### config.mk
export PLATFORM = sky130hd
export DESIGN_NAME = route_chk_lfsr
export DESIGN_NICKNAME = d
export VERILOG_FILES = /design/src/rtl/route_chk_pkg.sv /design/src/rtl/route_chk_lfsr.sv
export SDC_FILE = /design/constraint.sdc
export NUM_CORES = 1
export LEC_CHECK = 0
export BUFFER_PORTS_ARGS = -buffer_cell sky130_fd_sc_hd__clkbuf_2
export CORE_AREA = 2 2 39 41
export DETAILED_ROUTE_END_ITERATION = 12
export DIE_AREA = 0 0 41 43
export SLEW_MARGIN = 20
export SYNTH_ARGS = -nofsm -noshare
export SYNTH_HDL_FRONTEND = slang
export SYNTH_SLANG_ARGS = --single-unit
### constraint.sdc
create_clock -name clk -period 0.8 [get_ports clk]
set_input_delay 0.08 -clock clk [delete_from_list [all_inputs] [get_ports clk]]
set_output_delay 0.08 -clock clk [all_outputs]
set_load 0.005 [all_outputs]
### src/rtl/route_chk_pkg.sv
// route_chk_pkg: shared FSM state encoding, PRBS tap table and parameter limits
// for the routed-loop PRBS checker.
package route_chk_pkg;

    typedef enum logic [1:0] {
        ST_IDLE,
        ST_PRIME,
        ST_RUN,
        ST_DONE
    } state_e;

    localparam int LOOP_LAT_MIN = 1;
    localparam int LOOP_LAT_MAX = 16;
    localparam int LFSR_W_MAX   = 31;

    // Right-shifting Fibonacci form: x^n + x^k + 1 feeds back state bits 0 and n-k.
    function automatic logic [LFSR_W_MAX-1:0] lfsr_taps(input int width);
        logic [LFSR_W_MAX-1:0] taps;
        case (width)
            7:       taps = 31'h0000_0003;
            9:       taps = 31'h0000_0011;
            15:      taps = 31'h0000_0003;
            23:      taps = 31'h0000_0021;
            31:      taps = 31'h0000_0009;
            default: taps = '0;
        endcase
        return taps;
    endfunction

    function automatic bit lfsr_w_legal(input int width);
        return lfsr_taps(width) != '0;
    endfunction

endpackage

### src/rtl/route_chk_lfsr.sv
// route_chk_lfsr: Fibonacci PRBS generator with all-ones reload and advance enable.
// Output bit is state bit 0; the register can never reach all-zero from the seed.
module route_chk_lfsr
    import route_chk_pkg::*;
#(
    parameter int LFSR_W = 7
) (
    input  logic clk,
    input  logic rst,
    input  logic load,
    input  logic en,
    output logic out_bit
);

    localparam logic [LFSR_W-1:0] TAPS = LFSR_W'(lfsr_taps(LFSR_W));

    logic [LFSR_W-1:0] lfsr_q;
    logic [LFSR_W-1:0] lfsr_d;

    always_comb begin
        lfsr_d = lfsr_q;
        if (load) begin
            lfsr_d = '1;
        end else if (en) begin
            lfsr_d = {^(lfsr_q & TAPS), lfsr_q[LFSR_W-1:1]};
        end
    end

    always_ff @(posedge clk or posedge rst) begin
        if (rst) begin
            lfsr_q <= '1;
        end else begin
            lfsr_q <= lfsr_d;
        end
    end

    assign out_bit = lfsr_q[0];

endmodule

; ---- After elaboration in Yosys (flattened, before gate mapping)
; Cells that the tools add are included.
[word_totals]
output_inout_bits = 1
ff_bits = 7
wordCells = 5
inputBits = 4
[op_classes]
n_reduce_logical = 2
muxes = 2
[ops]
columns = op, n
row1 = two-way mux 7 bit, 2
row2 = parity 7 bit, 1
row3 = nonzero test 2 bit, 1

; ---- Logic depth before layout (Yosys ltp)
; Gate-level depths: netlist of the first run.
[depth]
depth_word = 3
depth_mapped = 3

; ---- Least setup slack after synthesis of the first run
; OpenSTA, ideal clock, no wires.
[synth_path]
path_type = register to register
start = register lfsr_q[0]
end = register lfsr_q[6]
setup_slack_ns = -0.022
stages_incl_launch_ff = 3
arrival_time_ns = 0.745
setup_ns = 0.077
cell_sequence = dfstp_2 > xnor2_1 > a31oi_1
[synth_between]
elab_chain_cells = 3
[synth_lines]
columns = element, line
row1 = start: declaration, route_chk_lfsr.sv:17  ; logic [LFSR_W-1:0] lfsr_q;
row2 = start signal: assignment, route_chk_lfsr.sv:33  ; lfsr_q <= lfsr_d;
row3 = parity 7 bit, route_chk_lfsr.sv:25  ; lfsr_d = {^(lfsr_q & TAPS), lfsr_q[LFSR_W-1:1]};
row4 = two-way mux 7 bit, route_chk_lfsr.sv:24  ; end else if (en) begin
row5 = two-way mux 7 bit, route_chk_lfsr.sv:22  ; if (load) begin
; No other way between the ends. The select of a mux whose other input is x is not followed.
; A chain may end at the register's enable or synchronous reset.

; ---- Final worst setup path of the first run
[layout_path]
start = register lfsr_q[0]
end = output out_bit
[layout_lines]
columns = element, line
row1 = end: declaration, route_chk_lfsr.sv:12  ; output logic out_bit
; No word-level cell between the ends.

==> key figures, run 1 <==
Synth
  • Synthesized net count: 29
  • Mapped cell area: 305 um2
  • Mean post-synth cell area: 12.2 um2
  • FF+latch count, synth: 7
  • Distinct cells, synth: 8
  • Yosys Warn Count: 0
  • Post-synthesis sequential area ratio: 0.602
  • Post-Syn Instances: 25

Final layout
  • Layout cells sized above 1: 0.441
  • Area growth, synth to finish: 23.8%
  • Max FFs per register: 7
  • Most frequent cells in the layout: dfstp_2, mux2i_1, nand2_1
  • Post-Layout Cell Count: 50
  • Nets: 39
  • Ant. Diodes: 0
  • Top reg by flops: lfsr_q
  • Largest regs: lfsr_q (7)
  • Commonest non-fill, non-tap cell in the layout: dfstp_2

Die
  • Die width: 41 um
  • Die area: 1760 um2
  • Rows: 14
  • Core area: 1380 um2
  • IO Count: 5
  • Starting Density: 0.221
  • Die height: 43 um

Critical path
  • Worst Setup End Kind: primary output
  • R2R cell count: 3
  • Crit path depth: 1
  • CP Cell Sequence: clkbuf_2
  • Bufs and invs on worst path: 1
  • Crit path required time: 720 ps
  • Worst path slowest cell: dfstp_2
  • CP delay by family, top: flip-flops
  • WS Path Type: reg2out
  • Critical Path Max Stage Delay: 530 ps
  • Critical Path Source Type: flop
  • Crit path max fanout: 2
  • Critical Path AT: 890 ps

Power and ir drop
  • Net switching power: 0.158 mW
  • Power density cells: 1960 nW/um2
  • Comb power frac: 0.065
  • P_int: 0.582 mW
  • Leak Pwr: 0.168 nW
  • Maximum vdd drop: 0.000702 V
  • Clk pwr share: 0.429
  • Reg power frac: 0.507
  • Switching share of power: 0.214

Route
  • Iteration count of the initial detailed-routing pass: 4
  • WL final: 475 um
  • DRC viols: 0
  • Via density: 4.08
  • Remaining antenna violation count: 0
  • Wire per inst: 9.50 um
  • DRT iter0 DRCs: 8
  • Total number of vias: 204

Global route
  • First-pass GRT wire length: 752 um
  • Largest net degree at the start of global routing: 9
  • Grt total ovfl: 0
  • Initial antenna violation count: 0
  • GRT Resource Usage Total: 0.0668
  • Number of global-route vias before repair: 170

STA
  • Worst slew pin tran: 252 ps
  • Final worst setup slack: -169 ps
  • RSZ-0062 raised after global routing: yes
  • Final Hold Fails: 0
  • Count of final setup violators: 3
  • Rel. slew slack: 0.832
  • Slew Limit Fails: 0
  • Period utilization: 1.21
  • Final Skew: 3.73 ps
  • Setup TNS: -304 ps
  • Fin crit period: 969 ps
  • Max Freq: 1.03 GHz

Clocking
  • Clk_lat worst skew: 250 ps
  • Worst-path clk slew: 50 ps
  • Clk sinks: 7
  • TritonCTS clock tree: built
  • Longest Clk Path Bufs: 2
  • H-tree Lvls: 1
  • CTS Buf Count: 3
  • Root buffer cell: clkbuf_4

Placed design
  • Port Buffer Count: 4
  • Gp weighted congestion: 0.612
  • Dpl cells: 44

Hold path
  • Hold depth: 3
  • Hold Crit Class: in2reg

Outcome
  • Outcome: finished, violations left
  • Failing checks: negative setup slack

Flow run
  • Max_cap viols: 0
[kinds of logic (layout without fill, tap and decap cells)]
| family | after synthesis | count (layout) | share of synthesized area |
|---|---|---|---|
| flops | 7 | 7 | 0.602 |
| buf+inv | 3 | 12 | 0.0615 |
| mux | 6 | 6 | 0.197 |
| simple gates | 7 | 7 | 0.0901 |
| compound gates | 1 | 1 | 0.0205 |
| xor+xnor | 1 | 1 | 0.0287 |
[synthesized netlist by cell type]
cell type	number	area [um2]
nand2_1	6	22.5
a31oi_1	1	6.26
xnor2_1	1	8.76
mux2i_1	6	60.1
buf_6	1	11.3
dfstp_2	7	184
inv_1	2	7.51
nor3_1	1	5.00
[cell type report]
class | instances | area, um2
clock buffer | 4 | 26.3
fill | 149 | 1010
inverter | 2 | 7.51
multi-input combinational | 15 | 103
sequential | 7 | 184
tap | 16 | 20.0
timing repair buffer | 6 | 37.5
[power by group through the flow]
stage | clock network, mW | registers (mW) | logic (mW)
after global placement | 0 | 0.380 | 0.0445
after floorplan | 0 | 0.379 | 0.0362
after CTS | 0.325 | 0.375 | 0.0489
final | 0.317 | 0.375 | 0.0479
after detailed placement | 0 | 0.380 | 0.0448
after global routing | 0.350 | 0.376 | 0.0523
[tightest hold or removal path, stage by stage]
cell,delay [ps]
clkbuf_2,90
inv_1,110
nand2_1,80
[layer usage]
metal,track usage,share of wire,up-vias
li1,-,-,102
met1,0.0990,0.53,95
met2,0.0656,0.39,5
met3,0.0314,0.061,2
met4,0.0600,0.015,0
met5,0,0,-
[metrics by stage]
step / util / instance area, um2 / hold WS [ps] / total power, mW / setup slack (ps)
finish: 0.273 / 378 / 142 / 0.740 / -169
global route: 0.273 / 378 / 147 / 0.778 / -198
CTS: 0.273 / 378 / 148 / 0.749 / -175
detailed placement: 0.241 / 334 / 254 / 0.425 / -34.7
global placement: 0.241 / 334 / 238 / 0.424 / -23.2
floorplan: - / 305 / 101 / 0.415 / -13.7
[path summary, 6_finish.rpt]
check                                 startpoint                     to  slack (ps)
min in group asynchronous                    rst  lfsr_q[1]$_DFFE_PP1P_         520
min reg2reg                lfsr_q[2]$_DFFE_PP1P_  lfsr_q[2]$_DFFE_PP1P_         550
min                                         load  lfsr_q[5]$_DFFE_PP1P_         140
max                        lfsr_q[0]$_DFFE_PP1P_                out_bit        -170
max in group asynchronous                    rst  lfsr_q[3]$_DFFE_PP1P_         250
max reg2reg                lfsr_q[0]$_DFFE_PP1P_  lfsr_q[6]$_DFFE_PP1P_        -110
[timing repair]
| item | CTS | global route |
|---|---|---|
| setup endpoints to repair | 2 | 3 |
| gates cloned | 0 | 0 |
| hold buffers | 1 | 0 |
| pin swaps | 1 | 0 |
| resized for setup | 0 | 0 |
| endpoints found under the hold margin | 7 | 0 |
| setup buffers | 1 | 0 |
(Power assumes the default switching activity.)
==> run 2: changes to the inputs <==
--- a/config.mk
+++ b/config.mk
@@ -9,6 +9,7 @@
 export CORE_AREA = 2 2 39 41
 export DETAILED_ROUTE_END_ITERATION = 12
 export DIE_AREA = 0 0 41 43
+export RECOVER_POWER = 25
 export SLEW_MARGIN = 20
 export SYNTH_ARGS = -nofsm -noshare
 export SYNTH_HDL_FRONTEND = slang
==> constraint.sdc (replaced) <==
create_clock -name clk -period 0.95 [get_ports clk]
set_input_delay 0.095 -clock clk [delete_from_list [all_inputs] [get_ports clk]]
set_output_delay 0.095 -clock clk [all_outputs]
set_load 0.005 [all_outputs]
==> run 2 against run 1 <==
  * Sequential power decreased by 16%
  * Critical path type unchanged
  * Worst hold slack got worse by 130 ps
  * First-iteration DRC count decreased by 50%
  * Non-clock buffer count decreased by 1
  * Clock power decreased by 17%
  * Largest power group unchanged
  * The flow still finishes with violations (negative setup slack)
  * Critical path depth unchanged
  * Via count decreased by 12%
  * Final cell count decreased by 2.0%
  * Die area unchanged
  * Worst setup slack improved by 150 ps
==> key figures, run 2 (synthesis gave the netlist of run 1 again) <==
Critical path
  • Worst path slowest cell: dfstp_2
  • Worst Setup End Kind: primary output
  • R2R cell count: 3
  • Crit path required time: 850 ps
  • Worst r2r dst: lfsr_q[6]$_DFFE_PP1P_
  • Bufs and invs on worst path: 1
  • Critical Path AT: 870 ps
  • Worst R2R Start: lfsr_q[0]$_DFFE_PP1P_
  • Critical Path Source Type: flop
  • CP Cell Sequence: clkbuf_2
  • CP delay by family, top: flip-flops
  • Crit path max fanout: 2
  • WS Path Type: reg2out
  • Worst R2R Setup Slack: 50 ps
  • Critical Path Max Stage Delay: 530 ps

Outcome
  • Outcome: finished, violations left
  • Failing checks: negative setup slack

STA
  • Final worst setup slack: -18.4 ps
  • Worst slew pin tran: 291 ps
  • RSZ-0062 raised after global routing: yes
  • Count of final setup violators: 1
  • Fin crit period: 968 ps
  • Period utilization: 1.02
  • Final Skew: 5.33 ps
  • Rel. slew slack: 0.806
  • Slew Limit Fails: 0
  • Max Freq: 1.03 GHz
  • Hold Slack: 10.5 ps
  • Final Hold Fails: 0

Final layout
  • Layout cells sized above 1: 0.485
  • Utilization after layout: 0.271
  • Most frequent cells in the layout: dfstp_2, mux2i_1, nand2_1
  • Largest regs: lfsr_q (7)
  • Ant. Diodes: 0
  • Post-Layout Cell Count: 49
  • Top reg by flops: lfsr_q
  • Max FFs per register: 7
  • Area growth, synth to finish: 23.0%
  • Commonest non-fill, non-tap cell in the layout: dfstp_2
  • Fillers: 150
  • Nets: 38

Power and ir drop
  • Clk pwr share: 0.426
  • Comb power frac: 0.061
  • Leak Pwr: 0.169 nW
  • Reg power frac: 0.513
  • Net switching power: 0.129 mW
  • P_int: 0.487 mW
  • Power density cells: 1640 nW/um2
  • Switching share of power: 0.210
  • Total Power: 0.617 mW
  • Maximum vdd drop: 0.000835 V

Route
  • DRC viols: 0
  • DRT iter0 DRCs: 4
  • Remaining antenna violation count: 0
  • WL final: 483 um
  • Via density: 3.67
  • Wire per inst: 9.86 um
  • Iteration count of the initial detailed-routing pass: 4
  • Total number of vias: 180

Die
  • Die height: 43 um
  • Core area: 1380 um2
  • Die width: 41 um
  • Die area: 1760 um2
  • Starting Density: 0.221
  • Rows: 14
  • IO Count: 5

Clocking
  • H-tree Lvls: 1
  • Worst-path clk slew: 50 ps
  • Clk sinks: 7
  • Clk_lat worst skew: 250 ps
  • Root buffer cell: clkbuf_4
  • Longest Clk Path Bufs: 2
  • CTS Buf Count: 3
  • Hold_buf cts: 0
  • TritonCTS clock tree: built

Global route
  • Grt total ovfl: 0
  • GRT Resource Usage Total: 0.0689
  • Number of global-route vias before repair: 162
  • Largest net degree at the start of global routing: 9
  • Initial antenna violation count: 0
  • First-pass GRT wire length: 738 um

Placed design
  • Gp weighted congestion: 0.614
  • Pre-CTS setup slack: 110 ps
  • Port Buffer Count: 4
  • Dpl cells: 44
  • DP HPWL: 329 um

Hold path
  • Hold Crit Class: in2async

Flow run
  • Max_cap viols: 0
-- run 2: cell count changes in the layout (fill, tap and decap cells not counted), sizes merged --
cell | previous run | this run
dlygate4sd3 | 1 | 0
-- run 2: power by group through the flow --
stage                     Combinational [mW]  Clock [mW]  Sequential, mW
final                                 0.0377       0.263           0.316
after global routing                  0.0428       0.294           0.317
after CTS                             0.0377       0.282           0.316
after detailed placement              0.0375           0           0.320
after global placement                0.0373           0           0.320
after floorplan                       0.0304           0           0.319
-- run 2: worst max path at each step --
stage,start,to,slack (ps),cells past startpoint
after detailed placement,lfsr_q[0]$_DFFE_PP1P_,lfsr_q[6]$_DFFE_PP1P_,110,2
after CTS,lfsr_q[0]$_DFFE_PP1P_,out_bit,-60,1
after global routing,lfsr_q[0]$_DFFE_PP1P_,out_bit,-60,1
after floorplan,lfsr_q[0]$_DFFE_PP1P_,lfsr_q[6]$_DFFE_PP1P_,130,2
after global placement,lfsr_q[0]$_DFFE_PP1P_,lfsr_q[6]$_DFFE_PP1P_,130,2
final,lfsr_q[0]$_DFFE_PP1P_,out_bit,-20,1
-- run 2: area by class of cell --
class | count | area [um2] | share of cell area
Clock buffer | 4 | 26.3 | 0.0700
Multi-Input combinational cell | 15 | 110 | 0.293
Inverter | 2 | 7.51 | 0.0200
Tap cell | 16 | 20.0 | 0.0533
Timing Repair Buffer | 5 | 27.5 | 0.0733
Sequential cell | 7 | 184 | 0.490
-- run 2: per-layer routing --
metal  up-vias  wire [um]  global-route usage
met5         -          0                   0
met4         0          0              0.0200
met3         0         24              0.0628
met2         5        177              0.0625
met1        78        281               0.109
li1         97          -                   -
-- run 2: what timing repair did --
action / in CTS / in global routing
pin swaps: 0 / 1
endpoints found under the setup margin: 1 / 1
gates resized for setup: 0 / 1
setup buffers: 0 / 1
-- run 2: stage by stage --
| step | area, um2 | setup TNS, ps |
|---|---|---|
| final | 375 | -18.4 |
| after global routing | 375 | -63.5 |
| after CTS | 360 | -58.0 |
| after detailed placement | 334 | 0 |
| after global placement | 334 | 0 |
| after floorplan | 305 | 0 |
